[src/rtl/branch_issue_queue.sv]
// Collapsing reservation station for branch ops: snoops the CDB, issues the oldest fully-ready entry.
// Issue is combinational from registered state (dispatch/CDB -> issue >= 1 cycle); a full queue refuses dispatch; flush clears everything.
module branch_issue_queue #(
    parameter int ENTRIES = 4,
    parameter int DATA_W  = 16,
    parameter int TAG_W   = 4
) (
    input  logic                           clk,
    input  logic                           rst_n,
    input  logic                           disp_valid,
    output logic                           disp_ready,
    input  logic [3:0]                     disp_opcode,
    input  logic [TAG_W-1:0]               disp_rob,
    input  logic                           disp_t_rdy,
    input  logic                           disp_a_rdy,
    input  logic                           disp_b_rdy,
    input  logic [TAG_W-1:0]               disp_t_tag,
    input  logic [TAG_W-1:0]               disp_a_tag,
    input  logic [TAG_W-1:0]               disp_b_tag,
    input  logic [DATA_W-1:0]              disp_t_val,
    input  logic [DATA_W-1:0]              disp_a_val,
    input  logic [DATA_W-1:0]              disp_b_val,
    input  logic                           cdb_valid,
    input  logic [TAG_W-1:0]               cdb_tag,
    input  logic [DATA_W-1:0]              cdb_data,
    output logic                           iss_valid,
    input  logic                           iss_ready,
    output logic [3:0]                     iss_opcode,
    output logic [TAG_W-1:0]               iss_rob,
    output logic [DATA_W-1:0]              iss_vt,
    output logic [DATA_W-1:0]              iss_va,
    output logic [DATA_W-1:0]              iss_vb,
    input  logic                           flush,
    output logic [$clog2(ENTRIES+1)-1:0]   count
);
    localparam int CNT_W = $clog2(ENTRIES+1);

    // Operand index 0 = target, 1 = compare a, 2 = compare b.
    typedef struct packed {
        logic                   vld;
        logic [3:0]             op;
        logic [TAG_W-1:0]       rob;
        logic [2:0]             rdy;
        logic [2:0][TAG_W-1:0]  tag;
        logic [2:0][DATA_W-1:0] val;
    } entry_t;

    entry_t [ENTRIES-1:0] ent_q, ent_d;
    entry_t [ENTRIES:0]   cap;
    entry_t               disp_ent;
    logic [CNT_W-1:0]     count_q, count_d, count_after;
    logic [ENTRIES-1:0]   shift;
    logic                 any_rdy;
    logic                 iss_fire;
    logic                 disp_fire;

    function automatic entry_t snoop(input entry_t e, input logic cv,
                                     input logic [TAG_W-1:0] ct, input logic [DATA_W-1:0] cd);
        entry_t r;
        r = e;
        for (int k = 0; k < 3; k++) begin
            if (cv && r.vld && !r.rdy[k] && r.tag[k] == ct) begin
                r.rdy[k] = 1'b1;
                r.val[k] = cd;
            end
        end
        return r;
    endfunction

    assign disp_ready = (count_q < CNT_W'(ENTRIES)) && rst_n && !flush;
    assign iss_valid  = any_rdy && !flush && rst_n;
    assign iss_fire   = iss_valid && iss_ready;
    assign disp_fire  = disp_valid && disp_ready;
    assign count      = count_q;

    // Oldest-ready select; shift marks the issuing slot and everything younger.
    always_comb begin : sel_blk
        logic seen;
        seen       = 1'b0;
        shift      = '0;
        iss_opcode = '0;
        iss_rob    = '0;
        iss_vt     = '0;
        iss_va     = '0;
        iss_vb     = '0;
        for (int i = 0; i < ENTRIES; i++) begin
            if (!seen && ent_q[i].vld && (&ent_q[i].rdy)) begin
                seen       = 1'b1;
                iss_opcode = ent_q[i].op;
                iss_rob    = ent_q[i].rob;
                iss_vt     = ent_q[i].val[0];
                iss_va     = ent_q[i].val[1];
                iss_vb     = ent_q[i].val[2];
            end
            shift[i] = seen;
        end
        any_rdy = seen;
    end

    always_comb begin
        disp_ent     = '0;
        disp_ent.vld = 1'b1;
        disp_ent.op  = disp_opcode;
        disp_ent.rob = disp_rob;
        disp_ent.rdy = {disp_b_rdy, disp_a_rdy, disp_t_rdy};
        disp_ent.tag = {disp_b_tag, disp_a_tag, disp_t_tag};
        disp_ent.val = {disp_b_val, disp_a_val, disp_t_val};
        disp_ent     = snoop(disp_ent, cdb_valid, cdb_tag, cdb_data);
    end

    // Capture first, then collapse, so a snooped operand follows its entry down.
    always_comb begin
        cap         = '0;
        ent_d       = '0;
        count_d     = '0;
        count_after = count_q - CNT_W'(iss_fire);
        for (int i = 0; i < ENTRIES; i++) begin
            cap[i] = snoop(ent_q[i], cdb_valid, cdb_tag, cdb_data);
        end
        if (!flush) begin
            for (int i = 0; i < ENTRIES; i++) begin
                ent_d[i] = (iss_fire && shift[i]) ? cap[i+1] : cap[i];
            end
            for (int i = 0; i < ENTRIES; i++) begin
                if (disp_fire && count_after == CNT_W'(i)) begin
                    ent_d[i] = disp_ent;
                end
            end
            count_d = count_after + CNT_W'(disp_fire);
        end
    end

    always_ff @(posedge clk) begin
        if (!rst_n) begin
            ent_q   <= '0;
            count_q <= '0;
        end else begin
            ent_q   <= ent_d;
            count_q <= count_d;
        end
    end
endmodule

[config.mk]
export PLATFORM = sky130hd
export DESIGN_NAME = branch_issue_queue
export DESIGN_NICKNAME = d
export VERILOG_FILES = /design/src/rtl/branch_issue_queue.sv
export SDC_FILE = /design/constraint.sdc
export NUM_CORES = 1
export LEC_CHECK = 0
export ABC_CLOCK_PERIOD_IN_PS = 4400
export BUFFER_PORTS_ARGS = -buffer_cell sky130_fd_sc_hd__buf_2
export CELL_PAD_IN_SITES_DETAIL_PLACEMENT = 2
export CELL_PAD_IN_SITES_GLOBAL_PLACEMENT = 2
export CORE_AREA = 5 5 227 229
export DETAILED_ROUTE_END_ITERATION = 8
export DIE_AREA = 0 0 232 234
export PLACE_DENSITY = 0.79
export SLEW_MARGIN = 20
export SYNTH_ARGS = -nofsm -noshare
export SYNTH_HDL_FRONTEND = slang
export SYNTH_SLANG_ARGS = --single-unit
[constraint.sdc]
create_clock -name clk -period 4.4 [get_ports clk]
set_input_delay 1.32 -clock clk [delete_from_list [all_inputs] [get_ports clk]]
set_output_delay 1.32 -clock clk [all_outputs]
set_load 0.03 [all_outputs]
==> flow_summary.toml <==
[clocking]
cts_buffer_depth = 3
numCtsBuffers = 37
clk_latency_ns = 0.56
path_clk_slew_ns = 0.06
htree_levels = 2
cts_sinks = 291
cts_tree = "done"
root_buffer = "clkbuf_16"
cts.hold.buffers_added = 0

[timing]
tightest_slew_ns = 1.034
slew_violations = 0
finalHoldViolCount = 0
max_freq_mhz = 232.9
finalSetupViolations = 0
period_needed_ns = 4.294
rsz0062_at_grt = "false"
finalClockSkew_ns = 0.02052
fin_crit_sh_pct = 97.59
relSlewSlack_pct = 31.05

[routing]
avgViaCountPerCell = 6.289
drtPass1Iterations = 5
vias = 16860
wirelength_mm = 76.06
drt-wirelength-per-cell_um = 28.37
first_iter_violations = 1182
route.detailed.drc = 0
ant_nets = 0

[pwr]
leakagePower_nw = 6.927
powerDensity_mw_per_mm2 = 325.7
ir_drop_uv = 248.5
power_w = 0.006037

[setup_path]
cp_slowest_cell = "nor4_4"
crit_chain = "and4_2 -> buf_12 -> nor4_4 -> buf_12 -> nand2_1 -> o21ai_0 -> buf_2"
crit_path_start_kind = "flop"
critical_path.max_stage_delay_ns = 0.40
critPathCaptureType = "primary output"
crit_path_frequent_cell = "buf_12"
crit_buf_inv = 3
crit_required_ns = 3.08
cp.arrival_ns = 2.97
critPathTopFamily = "buffers and inverters"
worstSetupPathType = "reg2out"
critPathMaxFanout = 54

[synthesis]
seq_area_frac_synth_pct = 36.31
syn-cell-area_mm2 = 0.01604
synth_edf_count = 0
synth.avg_cell_area_um2 = 8.352
ys_warn_count = 0
synthesis.nets = 2022
synthArstFlopShare_pct = 0
syn_inst = 1921
synth_seq_cells = 291
ys.flop_type = "dfxtp_1"
synth.distinct_cells = 72

[floorplanning]
start_util_pct = 32.44
core_area_mm2 = 0.04945
rows = 82
die-height_um = 234
boundaryPins = 158
die_area_mm2 = 0.05429
fp.dieW_um = 232

[layout]
fillCellCount = 5637
layout-drive-gt1-share_pct = 16.87
area_growth_pct = 15.53
fin_util_pct = 37.48
layout.nets = 2088
diodes = 0

[grt]
grt_max_degree = 152
grt_first_pass_wirelength_mm = 114.4
grt.overflow.total = 0
antenna_found_initial = 1
grtUsageTotal_pct = 26.99
grt_pass1_vias = 18270

[placement]
gp_congestion = 0.8411
hpwl_mm = 47.82
port-buffer-count = 157

[outcome]
status = "completed"

[worst_hold_path]
min_path_type = "reg2reg"

[flow_run]
drv_cap = 0
## worst min-delay path, cell delays in order (launching register included)
cell and delay [ns]:
dfxtp_1 0.32, nand2_1 0.05, o221ai_1 0.06
## kinds of logic after synthesis
kind of cell | share of synthesized area [%]
DFF | 36.31
and+or+nand+nor | 16.78
muxes | 9.896
adders and majority gates | 0.3120
xor gates and xnor gates | 3.322
AOI/OAI and AO/OA | 27.26
buffers and inverters | 6.122
## synthesized netlist by cell type (23+ instances only)
master    number  area, um2
buf_2         28      140.1
o22ai_1      100      625.6
nor2_1       241      904.6
dfxtp_1      291       5826
a311oi_1      60      525.5
o21ai_0       89      445.4
mux2i_1      128       1281
o221ai_1      99      867.1
a221oi_1      57      499.2
nand3_1       34      170.2
clkbuf_1     134      503.0
xnor2_1       36      315.3
xor2_1        23      201.4
a21oi_1       28      140.1
nand2_1      292       1096
o22a_1        48      420.4
## power by group
part	internal, W	total (W)	switching [W]
Clock	0.00167	0.00292	0.00125
Sequential	0.00266	0.00268	0.0000166
Combinational	0.000133	0.000444	0.000312
## final cells by class
class / count / area [um2] / share of cell area, %
sequential: 291 / 5826 / 31.43
multi-input combinational: 1424 / 9311 / 50.23
tap: 672 / 840.8 / 4.536
inverter: 8 / 30.03 / 0.1620
clock inverter: 5 / 38.79 / 0.2092
timing repair buffer: 225 / 1421 / 7.668
clock buffer: 56 / 1069 / 5.764
## routing by layer
metal | vias to the layer above | track usage, % | routed length [um] | part of all wire (%)
met2 | 685 | 45.75 | 35970 | 47
met5 | - | 0 | 0 | 0
met3 | 190 | 3.657 | 4676 | 6.1
met4 | 0 | 11.61 | 3245 | 4.3
li1 | 7289 | - | - | -
met1 | 8697 | 34.57 | 32160 | 42
## final timing paths
kind	slack, ns	end	cells past startpoint	startpoint
min reg2reg	0.47	ent_q[14]$_SDFFE_PP0P_	2	ent_q[14]$_SDFFE_PP0P_
max reg2reg	0.38	ent_q[36]$_SDFFE_PP0P_	12	ent_q[60]$_SDFFE_PP0P_
min	0.47	ent_q[14]$_SDFFE_PP0P_	2	ent_q[14]$_SDFFE_PP0P_
max	0.11	iss_va[15]	7	ent_q[60]$_SDFFE_PP0P_
## through the flow
| step | setup TNS, ns | setup WS [ns] | cell area (um2) | std cells | hold slack [ns] |
|---|---|---|---|---|---|
| final | 0 | 0.1059 | 18540 | 2681 | 0.4677 |
| after floorplan | 0 | 0.1575 | 16040 | 1921 | 0.4333 |
| after global routing | 0 | 0.07126 | 18540 | 2681 | 0.4932 |
| after global placement | 0 | 0.2056 | 17400 | 2617 | 0.4433 |
| after detailed placement | -0.1264 | -0.02386 | 17400 | 2617 | 0.4523 |
| after CTS | 0 | 0.02497 | 18540 | 2681 | 0.4689 |
## cells in the final DEF, fill, tap and decap left out, drive strengths merged, types with 2 or more instances in the layout
cell and instances:
dfxtp 291, clkbuf 56, o31a 2, a21oi 29, o21ai 94, o221a 16
a221oi 57, mux2i 148, o22ai 100, nand4 7, a22oi 16, nor4 4
o221ai 99, xnor2 36, or2 7, nand2b 10, mux2 2, a21o 3
nand4b 4, a311oi 60, nor2 243, clkinv 4, and2 3, and4 4
buf 225, nor3 14, nand2 292, a211oi 5, nand3 35, a221o 17
o22a 48, a31oi 6, nor2b 3, inv 8, nor4b 2, xor2 24
o21a 16, or3 3, ha 4
## flip-flops by register name, indices dropped and copies added (netlist names)
| register | count |
|---|---|
| count | 3 |
| ent_q | 204 |
| cap | 84 |
## what timing repair did
action                     CTS  global route
gates resized for setup      1             1
setup endpoints to repair   13             4
pin swaps                    1             0
buffers inserted             3             0
(Power assumes the default switching activity.)
